## src/rtl/sram_controller_if.sv

```systemverilog
// Pipeline MEM-stage request/response fields plus the 16-bit SRAM pin bundle.
// slave = the controller; master = pipeline and SRAM model side.
interface sram_controller_if;
    logic        MEM_R_EN;
    logic        MEM_W_EN;
    logic [31:0] ALU_Res;
    logic [31:0] Val_Rm;
    logic [31:0] read_data;
    logic        ready;
    logic [17:0] SRAM_ADDR;
    logic        SRAM_WE_N;
    logic [15:0] SRAM_DQ_out;
    logic        SRAM_DQ_oe;
    logic [15:0] SRAM_DQ_in;

    modport slave (
        input  MEM_R_EN, MEM_W_EN, ALU_Res, Val_Rm, SRAM_DQ_in,
        output read_data, ready, SRAM_ADDR, SRAM_WE_N, SRAM_DQ_out, SRAM_DQ_oe
    );

    modport master (
        output MEM_R_EN, MEM_W_EN, ALU_Res, Val_Rm, SRAM_DQ_in,
        input  read_data, ready, SRAM_ADDR, SRAM_WE_N, SRAM_DQ_out, SRAM_DQ_oe
    );
endinterface

```

## src/rtl/sram_controller.sv

```systemverilog
// 32-bit load/store as two half-word beats on a 16-bit async SRAM; ready rises 3+WAIT_CYCLES cycles after the request is seen.
// ready is held low from request to completion so upstream stages freeze; one access in flight, inputs sampled only in IDLE.
module sram_controller #(
    parameter int BASE_ADDR   = 1024,
    parameter int WAIT_CYCLES = 2
) (
    input  logic              clk,
    input  logic              rst,
    sram_controller_if.slave  bus
);

    typedef enum logic [2:0] {
        IDLE = 3'd0,
        LOW  = 3'd1,
        HIGH = 3'd2,
        WAIT = 3'd3,
        DONE = 3'd4
    } state_t;

    localparam logic [31:0] BASE32    = 32'(BASE_ADDR);
    localparam logic [3:0]  WAIT_LAST = 4'(WAIT_CYCLES - 1);

    state_t      state;
    state_t      state_nxt;

    logic        op_wr;
    logic [16:0] word;
    logic [31:0] wdata;
    logic [3:0]  cnt;
    logic [17:0] addr_hold;
    logic [31:0] rdata;

    logic        req;
    logic [16:0] word_in;

    logic        ready_c;
    logic [17:0] addr_c;
    logic        we_n_c;
    logic        oe_c;
    logic [15:0] dq_out_c;

    assign req     = bus.MEM_R_EN | bus.MEM_W_EN;
    assign word_in = 17'((bus.ALU_Res - BASE32) >> 2);

    always_ff @(posedge clk or negedge rst) begin
        if (!rst) begin
            state <= IDLE;
        end else begin
            state <= state_nxt;
        end
    end

    always_comb begin
        state_nxt = state;
        ready_c   = 1'b0;
        addr_c    = addr_hold;
        we_n_c    = 1'b1;
        oe_c      = 1'b0;
        dq_out_c  = 16'h0000;
        case (state)
            IDLE: begin
                ready_c = ~req;
                if (req) begin
                    state_nxt = LOW;
                end
            end
            LOW: begin
                addr_c = {word, 1'b0};
                if (op_wr) begin
                    we_n_c   = 1'b0;
                    oe_c     = 1'b1;
                    dq_out_c = wdata[15:0];
                end
                state_nxt = HIGH;
            end
            HIGH: begin
                addr_c = {word, 1'b1};
                if (op_wr) begin
                    we_n_c   = 1'b0;
                    oe_c     = 1'b1;
                    dq_out_c = wdata[31:16];
                end
                state_nxt = (WAIT_CYCLES > 0) ? WAIT : DONE;
            end
            WAIT: begin
                if (cnt == WAIT_LAST) begin
                    state_nxt = DONE;
                end
            end
            DONE: begin
                ready_c   = 1'b1;
                state_nxt = IDLE;
            end
            default: begin
                state_nxt = IDLE;
            end
        endcase
    end

    // Latched request fields, read-back assembly and the WAIT counter.
    always_ff @(posedge clk or negedge rst) begin
        if (!rst) begin
            op_wr     <= 1'b0;
            word      <= '0;
            wdata     <= '0;
            cnt       <= '0;
            addr_hold <= '0;
            rdata     <= '0;
        end else begin
            case (state)
                IDLE: begin
                    if (req) begin
                        op_wr <= bus.MEM_W_EN;
                        word  <= word_in;
                        wdata <= bus.Val_Rm;
                    end
                end
                LOW: begin
                    if (!op_wr) begin
                        rdata[15:0] <= bus.SRAM_DQ_in;
                    end
                end
                HIGH: begin
                    if (!op_wr) begin
                        rdata[31:16] <= bus.SRAM_DQ_in;
                    end
                    addr_hold <= {word, 1'b1};
                    cnt       <= '0;
                end
                WAIT: begin
                    cnt <= cnt + 4'd1;
                end
                default: begin
                end
            endcase
        end
    end

    // ready is forced high while reset is asserted, whatever the request lines do.
    assign bus.ready       = rst ? ready_c : 1'b1;
    assign bus.read_data   = rdata;
    assign bus.SRAM_ADDR   = addr_c;
    assign bus.SRAM_WE_N   = we_n_c;
    assign bus.SRAM_DQ_oe  = oe_c;
    assign bus.SRAM_DQ_out = dq_out_c;

endmodule
```

## src/flat_wrapper.sv

```systemverilog
// flat-port wrapper written by rule: the top's interface ports become plain ports
module sram_controller_flat 
#(
    parameter int BASE_ADDR   = 1024,
    parameter int WAIT_CYCLES = 2
)
  (clk, rst, bus_MEM_R_EN, bus_MEM_W_EN, bus_ALU_Res, bus_Val_Rm, bus_SRAM_DQ_in, bus_read_data, bus_ready, bus_SRAM_ADDR, bus_SRAM_WE_N, bus_SRAM_DQ_out, bus_SRAM_DQ_oe);
  sram_controller_if bus_i ();
  input  logic clk;
  input  logic rst;
  input wire logic [$bits(bus_i.MEM_R_EN)-1:0] bus_MEM_R_EN;
  input wire logic [$bits(bus_i.MEM_W_EN)-1:0] bus_MEM_W_EN;
  input wire logic [$bits(bus_i.ALU_Res)-1:0] bus_ALU_Res;
  input wire logic [$bits(bus_i.Val_Rm)-1:0] bus_Val_Rm;
  input wire logic [$bits(bus_i.SRAM_DQ_in)-1:0] bus_SRAM_DQ_in;
  output wire logic [$bits(bus_i.read_data)-1:0] bus_read_data;
  output wire logic [$bits(bus_i.ready)-1:0] bus_ready;
  output wire logic [$bits(bus_i.SRAM_ADDR)-1:0] bus_SRAM_ADDR;
  output wire logic [$bits(bus_i.SRAM_WE_N)-1:0] bus_SRAM_WE_N;
  output wire logic [$bits(bus_i.SRAM_DQ_out)-1:0] bus_SRAM_DQ_out;
  output wire logic [$bits(bus_i.SRAM_DQ_oe)-1:0] bus_SRAM_DQ_oe;
  assign bus_i.MEM_R_EN = bus_MEM_R_EN;
  assign bus_i.MEM_W_EN = bus_MEM_W_EN;
  assign bus_i.ALU_Res = bus_ALU_Res;
  assign bus_i.Val_Rm = bus_Val_Rm;
  assign bus_i.SRAM_DQ_in = bus_SRAM_DQ_in;
  assign bus_read_data = bus_i.read_data;
  assign bus_ready = bus_i.ready;
  assign bus_SRAM_ADDR = bus_i.SRAM_ADDR;
  assign bus_SRAM_WE_N = bus_i.SRAM_WE_N;
  assign bus_SRAM_DQ_out = bus_i.SRAM_DQ_out;
  assign bus_SRAM_DQ_oe = bus_i.SRAM_DQ_oe;
  sram_controller #(.BASE_ADDR(BASE_ADDR), .WAIT_CYCLES(WAIT_CYCLES)) u_core (.clk(clk), .rst(rst), .bus(bus_i));
endmodule
```

## config.mk

```make
export PLATFORM = sky130hd
export DESIGN_NAME = sram_controller_flat
export DESIGN_NICKNAME = d
export VERILOG_FILES = /design/src/rtl/sram_controller_if.sv /design/src/rtl/sram_controller.sv /design/src/flat_wrapper.sv
export SDC_FILE = /design/constraint.sdc
export NUM_CORES = 1
export LEC_CHECK = 0
export BUFFER_PORTS_ARGS = -buffer_cell sky130_fd_sc_hd__buf_2
export CORE_ASPECT_RATIO = 0.8
export CORE_UTILIZATION = 43
export DETAILED_ROUTE_END_ITERATION = 12
export PLACE_DENSITY = 0.67
export SYNTH_ARGS = -nofsm -noshare
export SYNTH_HDL_FRONTEND = slang
export SYNTH_SLANG_ARGS = --single-unit
```

## constraint.sdc

```tcl
create_clock -name clk -period 4.1 [get_ports clk]
set_input_delay 0.615 -clock clk [delete_from_list [all_inputs] [get_ports clk]]
set_output_delay 0.615 -clock clk [all_outputs]
set_load 0.01 [all_outputs]
```

# [After elaboration in Yosys (flattened, before gate mapping)]
# Index checks and enable logic that the tools add are counted.
[classes] add_sub_neg=2 eq_ne=7 muxes=14 n_bitwise=3 reduce_logical=7
[op_table] cell="18-bit case mux with 2 select lines" n=1
[op_table] cell="16-bit two-way mux" n=2
[op_table] cell="16-bit case mux with 2 select lines" n=1
[op_table] cell="19-bit by 11-bit subtractor with 19-bit output (second input constant)" n=1
[op_table] cell="3-bit case mux with 4 select lines" n=1
[op_table] cell="4-bit case mux with 2 select lines" n=1
[op_table] cell="2-bit AND reduction" n=4
[op_table] cell="3-bit by 2-bit == test with 1-bit output (second input constant)" n=2
[op_table] cell="3-bit two-way mux" n=2
[op_table] cell="1-bit two-way mux" n=5
[op_table] cell="4-bit by 1-bit adder with 4-bit output (second input constant)" n=1
[op_table] cell="4-bit by 1-bit == test with 1-bit output (second input constant)" n=1
[op_table] cell="2-bit by 1-bit inequality test with 1-bit output (second input constant)" n=2
[op_table] cell="3-bit by 1-bit == test with 1-bit output (second input constant)" n=1
[op_table] cell="3-bit == test (second input constant)" n=1
[op_table] cell="3-bit logical NOT" n=1
[op_table] cell="1-bit NOT" n=2
[op_table] cell="1-bit case mux with 2 select lines" n=1
[op_table] cell="2-bit nonzero test" n=1
[op_table] cell="2-bit OR reduction" n=1
[op_table] cell="1-bit OR" n=1
[totals] regBits=107 input_bits=84

# [Longest topological paths before layout]
# Gate-level depths: netlist of run 1.
[depth] ltp_word=4 ltp_mapped=6 depth_no_buf=5

# [Worst setup path after synthesis of run 1]
# Ideal clock, no wire load.
[synth_timing] path_kind="reg2out" from="register u_core.state[1]" to="output bus_SRAM_ADDR[10]" arrival_ps=1466 required_time_ps=3485 slack_ps=2019 path_stages_with_launch=6 path_cell_list="dfrtp_1 buf_6 xnor2_1 nor2_4 buf_2 mux2_2"
[synth_via] elab_chain_cells=2
[synth_lines] item="from (decl)" line="sram_controller.sv:23" source="state_t state;"
[synth_lines] item="from (signal assigned)" line="sram_controller.sv:49" source="state <= state_nxt;"
[synth_lines] item="3-bit by 2-bit == test with 1-bit output or 3-bit by 1-bit == test with 1-bit output (tied branches)" line="sram_controller.sv:60" source="case (state)"
[synth_lines] item="18-bit case mux with 2 select lines (*)" line="sram_controller.sv:60"
[synth_lines] item="to (decl)" line="flat_wrapper.sv:18" source="output wire logic [$bits(bus_i.SRAM_ADDR)-1:0] bus_SRAM_ADDR;"
# Every way passes the cells marked *; elsewhere a longest branch is shown, timed or not.

# [Worst setup path after layout of run 1]
[layout_timing] from="register u_core.state[0]" to="output bus_SRAM_DQ_out[11]"
[layout_via] elab_chain_cells=2
[layout_lines] item="3-bit by 2-bit == test with 1-bit output or 3-bit by 1-bit == test with 1-bit output (tied branches)" line="sram_controller.sv:60"
[layout_lines] item="16-bit case mux with 2 select lines (*)" line="sram_controller.sv:60"
[layout_lines] item="to (decl)" line="flat_wrapper.sv:20" source="output wire logic [$bits(bus_i.SRAM_DQ_out)-1:0] bus_SRAM_DQ_out;"
# Marks and branches as above.

==> summary.txt, run 1 <==
STA
  • Number of max-slew violations in the final report: 0
  • Maximum clock frequency: roughly 0.34 GHz
  • Rel. slew slack: a little over two fifths
  • Tightest Pin Transition: about 0.87 ns
  • Setup skew after layout: roughly 0.0037 ns
  • Hold Fails Final Rpt: 0
  • Post-route minimum period: 2.93 ns
  • Total negative setup slack: 0 ns
  • Final period util: a little over 70%
  • Number of setup violations in the final report: 0
  • Unrepaired setup endpoints after global routing: false

Synthesis
  • Synth unique cells: 44
  • Number of nets produced by synthesis: 426
  • Proportion of synthesized chip area in sequential cells: between 50% and 60%
  • Gate count of the mapped netlist: between 300 and 400
  • Total of warnings raised by yosys: 0
  • Total of flip-flops plus latches after synthesis: about 110
  • Netlist area before placement: between 0.004 and 0.005 mm²
  • Post-synthesis area per instance: 14.1 µm²

Clocking
  • Bufs on Longest Clock Path: 2
  • Clock transition time at the flip-flop clock pins of the worst setup and hold paths: roughly 0.060 ns
  • TritonCTS buffer count: 9
  • Buffer cell driving the clock tree root: clkbuf_16
  • Clock Latency Late Sink: about 0.33 ns
  • Total of hold buffers inserted after clock tree synthesis: 0
  • Number of H-tree branching levels: 3
  • Number of sinks driven by the clock tree: 107
  • TritonCTS clock tree: built
  • Quantity of gates resized following cts: 0
  • Number of setup buffers added after CTS: 0

Place
  • Global placer's final weighted congestion: between 0.7 and 0.8
  • Instance area at placement: ~0.0055 mm²
  • IO buf count: between 100 and 150
  • Detail Placement HPWL: about 6800 µm

Power and ir drop
  • Worst VDD drop: ~0.41 mV
  • Standby leakage power: roughly 2.6 nW
  • Power density over the cells: about 830 mW/mm²

GRT
  • Aggregate global-route resource usage: 18.2%
  • Global-route wire length before repair: between 15,000 and 20,000 µm
  • Via count of the first global-routing pass: ~3,300
  • GRT overflow: 0
  • Number of antenna violations at the first check in global routing: 0
  • Pin count of the biggest net entering global routing: between 70 and 80

Setup path
  • Startpoint of the lowest-slack register-to-register path: u_core.state[0]$_DFFE_PN0P_
  • Arrival time of data at the critical path endpoint: between 2 and 2.5 ns
  • Slowest stage cell on the critical path: nor3b_4
  • Crit path kind: flop to output port
  • Worst EP required: around 3.5 ns
  • Highest cell delay on the worst timing path: just under 0.8 ns
  • Worst-path cell chain: nor3b_4 -> a22oi_1 -> nor2b_1 -> buf_2
  • Critical path capture point type: output port
  • Peak fanout along the critical path: 18
  • Depth of the most critical reg-to-reg path: 3
  • Worst reg2reg setup slack: between 1 and 1.5 ns
  • Kind of start point of the critical path: flop
  • Worst reg2reg path endpoint: u_core.bus.read_data[3]$_DFFE_PN0P_

Floorplan
  • Initial standard-cell utilization of the core: about 45%
  • Number of placement rows: 33
  • Die area: ~0.012 mm²
  • Overall die width: approximately 120 µm
  • DIE HEIGHT: between 90 and 100 µm
  • Core ar.: approximately 0.011 mm²
  • I/O pin cnt: 153

Detailed routing
  • DRC errors left: 0
  • Via density per instance: between 5 and 6
  • Antenna viol nets, final: 0
  • Vias: 3,190
  • WL per Instance: approximately 16 µm
  • Iteration-0 DRC count of the detailed router: 123
  • First-pass iteration count of the detailed router: 4
  • Total routed wirelength: about 10000 µm

Final layout
  • Number of fill cells: about 890
  • Commonest cells after routing, fill and taps aside: buf_2, dfrtp_1, mux2_2, nor2b_1, a22oi_1
  • Most common library cell in the layout ignoring fill and taps: buf_2
  • Final Cell Area: slightly below 0.006 mm²
  • Fraction of final layout cells with drive strength greater than 1: 54.1%
  • Area added between synthesis and finish: 22.1%
  • FF+latch area: about 0.0027 mm²
  • Multi-input combinational cell area: a little under 0.002 mm²
  • Number of antenna cells inserted: 0
  • Net count of the finished layout: 558

Worst hold path
  • Hold Path Class: input pin to asynchronous set/reset pin

Flow run
  • Max-cap viol count: 0

Run status
  • Result of the run: finished clean
worst max path at each step:
stage	from	endpoint	slack [ns]	cells past startpoint
floorplan	u_core.state[1]$_DFFE_PN0P_	bus_SRAM_ADDR[10]	2.02	5
finish	u_core.state[0]$_DFFE_PN0P_	bus_SRAM_DQ_out[11]	1.17	4
detailed placement	u_core.state[0]$_DFFE_PN0P_	u_core.bus.read_data[3]$_DFFE_PN0P_	1.38	3
global placement	u_core.state[0]$_DFFE_PN0P_	u_core.bus.read_data[0]$_DFFE_PN0P_	1.34	3
global route	u_core.state[0]$_DFFE_PN0P_	bus_SRAM_DQ_out[11]	0.93	4
CTS	u_core.state[0]$_DFFE_PN0P_	bus_SRAM_DQ_out[10]	1.13	4
power breakdown:
part	internal [W]	leakage, nW	switching, W
Combinational	0.00113	1.23	0.000951
Sequential	0.00159	1.26	0.000347
Clock	0.000469	0.136	0.000351
metrics by stage:
| stage | instances | power (W) | utilization [%] | setup WS, ns | hold WS (ns) |
|---|---|---|---|---|---|
| finish | 615 | 0.00484 | 55.3 | 1.17 | 0.241 |
| global route | 615 | 0.00520 | 55.3 | 0.935 | 0.280 |
| CTS | 615 | 0.00491 | 55.3 | 1.13 | 0.255 |
| detailed placement | 600 | 0.00408 | 52.6 | 1.38 | 0.440 |
| global placement | 600 | 0.00399 | 52.6 | 1.34 | 0.435 |
| floorplan | 339 | 0.00337 | - | 2.02 | 0.319 |
Yosys cell counts (all sizes together):
master	count	area [µm²]
a22oi	16	120
buf	16	109
a22o	2	17.5
xnor2	1	8.76
and2	1	6.26
a21oi	6	30.0
o21ba	1	10.0
o31ai	3	22.5
o22a	2	17.5
o21ai	7	35.0
o211ai	1	7.51
clkbuf	3	11.3
nor2	4	25.0
dfrtp	107	2680
or4	3	30.0
and3	1	6.26
nand2	3	11.3
nor3	3	26.3
and4b	1	10.0
a31oi	4	25.0
nor3b	4	46.3
mux2	110	1240
or2	2	12.5
o21bai	1	7.51
ha	3	37.5
nand3	1	5.00
or3b	1	8.76
nor2b	17	106
o41a	1	11.3
xor2	2	17.5
inv	4	15.0
nand2b	5	31.3
or3	2	12.5
and2b	1	7.51
area by class of cell:
| cell class | instances | area share (%) |
|---|---|---|
| Timing Repair Buffer | 140 | 12.2 |
| Tap cell | 140 | 3.01 |
| Clock buffer | 12 | 4.06 |
| Sequential cell | 107 | 46.0 |
| Inverter | 4 | 0.258 |
| Clock inverter | 3 | 0.688 |
| Multi-Input combinational cell | 209 | 33.7 |
state kept, by name, indices dropped and copies added, names as in the netlist:
register and count:
u_core.op_wr 1, u_core.state 3, u_core.word 17, u_core.bus.read_data 32
u_core.addr_hold 18, u_core.wdata 32, u_core.cnt 4
per-layer routing:
layer / up-vias / share of wire (%) / track usage, %
li1: 1482 / - / -
met5: - / 0 / 0
met3: 13 / 7.0 / 6.52
met4: 0 / 1.2 / 5.42
met2: 86 / 48 / 30.8
met1: 1609 / 44 / 22.1
cell families after synthesis:
logic type / after synthesis / share of synthesized area, %
adders and majority gates: 3 / 0.788
muxes: 110 / 26.0
xor gates and xnor gates: 3 / 0.552
AOI/OAI and AO/OA: 44 / 6.38
buffers and inverters: 23 / 2.84
DFF: 107 / 56.2
and+or+nand+nor: 49 / 7.25
worst max-delay path: cells and delay by family, from the launching register on:
family / cells / cell delay (ns)
AO/OA/AOI/OAI: 1 / 0.21
buffers and inverters: 1 / 0.16
flip-flops: 1 / 0.65
AND/OR/NAND/NOR: 2 / 0.96
Note: power is estimated with default switching activity, not from simulation.
==> inputs of run 2 (changes only) <==
==> constraint.sdc (replaced) <==
create_clock -name clk -period 2.8 [get_ports clk]
set_input_delay 0.42 -clock clk [delete_from_list [all_inputs] [get_ports clk]]
set_output_delay 0.42 -clock clk [all_outputs]
set_load 0.01 [all_outputs]
==> run 2 against run 1 <==
Compared with the run above: clock skew barely moved; critical path depth rose by 1; total power increased by 50%; hold slack worse by 0.056 ns; first-iteration DRC count is 35% lower; combinational power increased by 52%; via count shrank 0.28%; largest cell class unchanged; register-to-register slack got worse by 0.76 ns; clock-buffer cell count did not move; critical endpoint is now bus_SRAM_DQ_out[7].
==> summary.txt, run 2 (synthesized netlist as in run 1, its figures left out) <==
Clocking
  • Clock transition time at the flip-flop clock pins of the worst setup and hold paths: 0.07 ns (about the same)
  • TritonCTS clock tree: built
  • Clock Latency Late Sink: 0.34 ns (about the same)
  • Total of hold buffers inserted after clock tree synthesis: 0 (unchanged)
  • TritonCTS buffer count: 9 (unchanged)
  • Number of sinks driven by the clock tree: 107 (unchanged)
  • Bufs on Longest Clock Path: 2 (unchanged)
  • Buffer cell driving the clock tree root: clkbuf_16
  • Number of H-tree branching levels: 3 (unchanged)

Power and ir drop
  • Logic gate share of total power: 43.7% (+0.7 points)
  • Power density over the cells: 1220 mW/mm² (+47%)
  • Standby leakage power: 2.67 nW (+1.8%)
  • Switching Power: 0.00243 W (+47%)
  • Total internal power: 0.00481 W (+51%)
  • Part of the power in registers: 39.1% (-1.0 points)
  • Total Power Consumption: 0.00724 W (+50%)
  • Worst VDD drop: 0.716 mV (+75%)
  • Sw frac: 33.5% (-0.49 points)
  • Part of the total power dissipated in the clock network: 17.2% (+0.3 points)

GRT
  • GRT overflow: 0 (unchanged)
  • Via count of the first global-routing pass: 3,233 (-2.3%)
  • Aggregate global-route resource usage: 18.2% (-0.055 points)
  • Pin count of the biggest net entering global routing: 108 (+52%)
  • Global-route wire length before repair: 16,100 µm (-0.73%)
  • Number of antenna violations at the first check in global routing: 1 (+1)

Flow run
  • Max-cap viol count: 0 (unchanged)

STA
  • Tightest Pin Transition: 0.683 ns (-0.187 ns)
  • Number of setup violations in the final report: 0 (unchanged)
  • Maximum clock frequency: 0.382 GHz
  • Post-route minimum period: 2.62 ns
  • Total negative setup slack: 0 ns (unchanged)
  • Final period util: between 90% and 100%
  • Rel. slew slack: 54.5% (+12 points)
  • Number of max-slew violations in the final report: 0 (unchanged)
  • Unrepaired setup endpoints after global routing: false
  • WHS: 0.185 ns (-0.0563 ns)
  • Hold Fails Final Rpt: 0 (unchanged)
  • Setup skew after layout: 0.00355 ns (-0.000128 ns)

Detailed routing
  • Antenna viol nets, final: 0 (unchanged)
  • Vias: 3,181 (-0.28%)
  • Via density per instance: 5.11 (-1.6%)
  • First-pass iteration count of the detailed router: 6 (+2)
  • WL per Instance: 15.9 µm (-1.8%)
  • Iteration-0 DRC count of the detailed router: 80 (-35%)
  • DRC errors left: 0 (unchanged)
  • Total routed wirelength: 9910 µm (-0.50%)

Final layout
  • Number of antenna cells inserted: 0 (unchanged)
  • Number of fill cells: 879 (-1.1%)
  • Fraction of final layout cells with drive strength greater than 1: 55.1% (+0.97 points)
  • Multi-input combinational cell area: 0.00196 mm² (unchanged)
  • Final cell count without fillers: 623 (+1.3%)
  • FF+latch area: 0.00268 mm² (unchanged)
  • Net count of the finished layout: 565 (+1.3%)
  • Commonest cells after routing, fill and taps aside: buf_2, dfrtp_1, mux2_2, nor2b_1, a22oi_1
  • Area added between synthesis and finish: 24.2%
  • Final standard cell utilization of the core: 56.2% (+0.93 points)
  • Most common library cell in the layout ignoring fill and taps: buf_2

Setup path
  • Critical path capture point type: output port
  • Worst EP required: 2.38 ns (-1.10 ns)
  • Startpoint of the lowest-slack register-to-register path: u_core.state[0]$_DFFE_PN0P_
  • Arrival time of data at the critical path endpoint: 2.20 ns (-0.12 ns)
  • Peak fanout along the critical path: 13 (-5)
  • Depth of the most critical reg-to-reg path: 4 (+1)
  • Crit path kind: flop to output port
  • Kind of start point of the critical path: flop
  • Worst reg2reg path endpoint: u_core.bus.read_data[15]$_DFFE_PN0P_
  • Worst reg2reg setup slack: 0.65 ns (-0.76 ns)

Worst hold path
  • Hold Path Class: input pin to asynchronous set/reset pin

Floorplan
  • Overall die width: 120 µm (unchanged)
  • I/O pin cnt: 153 (unchanged)
  • DIE HEIGHT: 96.2 µm (unchanged)
  • Core ar.: 0.0105 mm² (unchanged)
  • Die area: 0.0115 mm² (unchanged)
  • Number of placement rows: 33 (unchanged)
  • Initial standard-cell utilization of the core: 45.3% (unchanged)

Place
  • IO buf count: 137 (unchanged)
  • Detail Placement HPWL: 6880 µm (+0.55%)
  • Global placer's final weighted congestion: 0.733 (-2.2%)
  • Post-Place Cells: 606 (+1.0%)

Run status
  • Result of the run: finished clean
==> run 2: timing repair <==
action | 4_1_cts | 5_1_grt
setup endpoints to repair | 0 | 3
resized for setup | 0 | 0
setup buffers | 0 | 1
==> run 2: layout make-up <==
cell class	count	share of cell area, %
timing repair buffer	147	13.3
multi-input combinational	209	33.2
clock buffer	12	4.17
tap	140	2.96
sequential	107	45.3
inverter	4	0.254
clock inverter	4	0.846
==> run 2: how the worst max path moves through the flow <==
stage	from	to	slack, ns	cells after the start
floorplan	u_core.state[1]$_DFFE_PN0P_	bus_SRAM_ADDR[10]	0.91	5
global placement	u_core.state[0]$_DFFE_PN0P_	bus_SRAM_ADDR[10]	0.50	4
detailed placement	u_core.state[0]$_DFFE_PN0P_	bus_SRAM_ADDR[13]	0.48	4
CTS	u_core.state[0]$_DFFE_PN0P_	bus_SRAM_ADDR[13]	0.08	4
global route	u_core.state[0]$_DFFE_PN0P_	bus_SRAM_DQ_out[7]	0.06	5
finish	u_core.state[0]$_DFFE_PN0P_	bus_SRAM_DQ_out[7]	0.18	5
==> run 2: metrics by stage <==
stage               setup slack [ns]  area, µm²
finish                         0.184       5920
global route                  0.0627       5920
CTS                           0.0802       5900
detailed placement             0.476       5600
global placement               0.498       5600
floorplan                      0.914       4760
==> run 2: metal layers <==
layer | routed length [µm] | up-vias | track usage [%] | part of all wire (%)
li1 | - | 1497 | - | -
met1 | 4470 | 1591 | 22.7 | 45
met2 | 4760 | 84 | 30.6 | 48
met3 | 608 | 9 | 5.86 | 6.1
met4 | 73 | 0 | 5.00 | 0.74
met5 | 0 | - | 0 | 0
==> run 2: worst max-delay path: stages (launching register included) <==
cell and delay (ns):
dfrtp_1 0.69, nor3b_4 0.53, buf_4 0.26, a22oi_1 0.10, nor2b_1 0.13, buf_2 0.15
==> run 2: power groups by stage <==
stage | sequential [W] | combinational [W] | clock (W)
detailed placement | 0.00286 | 0.00315 | 0
global placement | 0.00281 | 0.00308 | 0
global route | 0.00295 | 0.00346 | 0.00135
finish | 0.00283 | 0.00316 | 0.00125
CTS | 0.00284 | 0.00316 | 0.00129
floorplan | 0.00279 | 0.00214 | 0
==> inputs of run 3 (changes only) <==
--- a/config.mk
+++ b/config.mk
@@ -10,6 +10,7 @@
 export CORE_UTILIZATION = 43
 export DETAILED_ROUTE_END_ITERATION = 12
 export PLACE_DENSITY = 0.67
+export REMOVE_ABC_BUFFERS = 1
 export SYNTH_ARGS = -nofsm -noshare
 export SYNTH_HDL_FRONTEND = slang
 export SYNTH_SLANG_ARGS = --single-unit
==> constraint.sdc (replaced) <==
create_clock -name clk -period 2.6 [get_ports clk]
set_input_delay 0.39 -clock clk [delete_from_list [all_inputs] [get_ports clk]]
set_output_delay 0.39 -clock clk [all_outputs]
set_load 0.01 [all_outputs]
==> run 3 against run 2 <==
Compared with the run above: sequential cell count is the same; total power grew 7.2%; worst setup slack gained 0.034 ns; clock skew grew 0.0031 ns; critical endpoint is now bus_SRAM_ADDR[15]; utilization grew 0.36 points; die area is the same; critical path depth is the same; combinational power grew 10%.
==> summary.txt, run 3 (synthesized netlist as in run 1, its figures left out) <==
Run status
  • Result of the run: finished clean

Floorplan
  • I/O pin cnt: 153 (unchanged)
  • DIE HEIGHT: 96.2 µm (unchanged)
  • Overall die width: 120 µm (unchanged)
  • Number of placement rows: 33 (unchanged)
  • Core ar.: 0.0105 mm² (unchanged)
  • Die area: 0.0115 mm² (unchanged)
  • Initial standard-cell utilization of the core: 45.3% (unchanged)

Final layout
  • Area added between synthesis and finish: 24.9%
  • Number of fill cells: 900 (+2.4%)
  • Commonest cells after routing, fill and taps aside: buf_2, dfrtp_1, mux2_2, nor2b_1, a22oi_1
  • Final standard cell utilization of the core: 56.5% (+0.36 points)
  • Net count of the finished layout: 572 (+1.2%)
  • Most common library cell in the layout ignoring fill and taps: buf_2
  • Number of antenna cells inserted: 0 (unchanged)
  • Fraction of final layout cells with drive strength greater than 1: 56.0% (+0.96 points)

Setup path
  • Number of buffers and inverters on the critical path: 2 (unchanged)
  • Arrival time of data at the critical path endpoint: 1.99 ns (-0.21 ns)
  • Critical path capture point type: output port
  • Worst-path cell chain: xnor2_1 -> nor2_4 -> buf_4 -> mux2_2 -> buf_2
  • Peak fanout along the critical path: 19 (+6)
  • Category of cells accounting for the largest share of critical-path delay: flip-flops
  • Crit path kind: flop to output port
  • Highest cell delay on the worst timing path: 0.57 ns (-0.12 ns)
  • Worst EP required: 2.21 ns (-0.17 ns)
  • Slowest stage cell on the critical path: dfrtp_1
  • Kind of start point of the critical path: flop

STA
  • Number of setup violations in the final report: 0 (unchanged)
  • Tightest Pin Transition: 0.652 ns (-0.0308 ns)
  • Setup skew after layout: 0.00661 ns (+0.00306 ns)
  • Hold Fails Final Rpt: 0 (unchanged)
  • Final worst-path setup slack: 0.218 ns (+0.0341 ns)
  • Maximum clock frequency: roughly 0.42 GHz
  • Final period util: about nine tenths
  • Rel. slew slack: 56.6% (+2.1 points)
  • Unrepaired setup endpoints after global routing: false
  • Post-route minimum period: around 2.4 ns
  • Number of max-slew violations in the final report: 0 (unchanged)

Power and ir drop
  • Worst VDD drop: 0.563 mV (-21%)
  • Power density over the cells: 1300 mW/mm² (+6.5%)
  • Total Power Consumption: 0.00776 W (+7.2%)
  • Standby leakage power: 2.69 nW (+0.75%)

Detailed routing
  • Vias: 3,164 (-0.53%)
  • First-pass iteration count of the detailed router: 4 (-2)
  • Via density per instance: 5.03 (-1.5%)
  • WL per Instance: 15.5 µm (-2.7%)
  • DRC errors left: 0 (unchanged)
  • Antenna viol nets, final: 0 (unchanged)
  • Iteration-0 DRC count of the detailed router: 100 (+25%)
  • Total routed wirelength: 9740 µm (-1.7%)

GRT
  • GRT met3 Usage: 3.91% (-2.0 points)
  • Number of antenna violations at the first check in global routing: 0 (-1)
  • GRT overflow: 0 (unchanged)
  • Aggregate global-route resource usage: 18.2% (about the same)
  • Via count of the first global-routing pass: 3,240 (+0.22%)
  • Most congested layer reported by global routing: met2
  • M1 GR Usage: 23.4% (+0.75 points)
  • Global routing met2 resource utilization: 30.5% (-0.048 points)
  • Pin count of the biggest net entering global routing: 108 (unchanged)
  • Global-route wire length before repair: 16,200 µm (+0.69%)

Clocking
  • Clock transition time at the flip-flop clock pins of the worst setup and hold paths: 0.07 ns (about the same)
  • TritonCTS buffer count: 9 (unchanged)
  • Total of hold buffers inserted after clock tree synthesis: 0 (unchanged)
  • Number of H-tree branching levels: 3 (unchanged)
  • Clock Latency Late Sink: 0.34 ns (about the same)
  • Bufs on Longest Clock Path: 2 (unchanged)
  • Buffer cell driving the clock tree root: clkbuf_16
  • Quantity of gates resized following cts: 0 (unchanged)
  • TritonCTS clock tree: built
  • Number of sinks driven by the clock tree: 107 (unchanged)

Place
  • Global placer's final weighted congestion: 0.693 (-5.5%)
  • Worst setup timing slack at the placement stage: 0.468 ns (-0.00751 ns)
  • Detail Placement HPWL: 6800 µm (-1.2%)
  • IO buf count: 137 (unchanged)

Flow run
  • Max-cap viol count: 0 (unchanged)

Worst hold path
  • Hold Path Class: input pin to asynchronous set/reset pin
-- run 3: changes by cell type in the layout (fill, tap and decap cells not counted), sizes merged --
cell	delta
buf	+7
clkbuf	-3
clkinv	+1
clkinvlp	+2
bufinv	-1
-- run 3: routing by layer --
| metal | up-vias | wire [µm] |
|---|---|---|
| met5 | - | 0 |
| met1 | 1573 | 4410 |
| li1 | 1508 | - |
| met2 | 77 | 4790 |
| met4 | 0 | 99 |
| met3 | 6 | 435 |
-- run 3: layout make-up --
cell class                 count  area [µm²]  area share, %
clock buffer                   9         225           3.78
clock inverter                 6        43.8          0.736
inverter                       4        15.0          0.252
multi-input combinational    209        1960           33.0
sequential                   107        2680           45.0
tap                          140         175           2.94
timing repair buffer         154         853           14.3
-- run 3: worst paths after layout --
path	endpoint	depth (start not counted)	from	slack, ns
setup / recovery	bus_SRAM_ADDR[15]	5	u_core.state[1]$_DFFE_PN0P_	0.22
hold / removal	u_core.bus.read_data[4]$_DFFE_PN0P_	2	rst	0.11
setup reg to reg	u_core.word[8]$_DFFE_PN0P_	4	u_core.state[2]$_DFFE_PN0P_	0.72
hold reg to reg	u_core.addr_hold[0]$_DFFE_PN0N_	1	u_core.addr_hold[0]$_DFFE_PN0N_	0.46
max in group asynchronous	u_core.wdata[10]$_DFFE_PN0P_	2	rst	2.07
min in group clk	u_core.wdata[27]$_DFFE_PN0P_	2	bus_Val_Rm[27]	0.26
-- run 3: where the power goes --
part           switching, W  internal (W)  total (W)
combinational       0.00154       0.00194    0.00348
sequential         0.000538       0.00251    0.00305
clock              0.000591      0.000643    0.00123
total               0.00267       0.00509    0.00776
-- run 3: worst register-to-register path, stage by stage (launching register included) --
cell      delay (ns)
dfrtp_1         0.55
o21bai_1        0.34
nor2_4          0.15
buf_4           0.33
mux2_2          0.40
-- run 3: timing repair --
action,in CTS,in global routing
setup endpoints to repair,0,11
endpoints found under the hold margin,0,0
buffers inserted,0,5
-- run 3: through the flow --
stage / instance area [µm²] / hold slack, ns / TNS [ns] / cells
2_1_floorplan: 4640 / 0.0944 / -0.0330 / 320
3_3_place_gp: 5620 / 0.445 / 0 / 609
3_5_place_dp: 5620 / 0.446 / 0 / 609
4_1_cts: 5890 / 0.160 / 0 / 624
5_1_grt: 5950 / 0.189 / 0 / 629
6_report: 5950 / 0.111 / 0 / 629
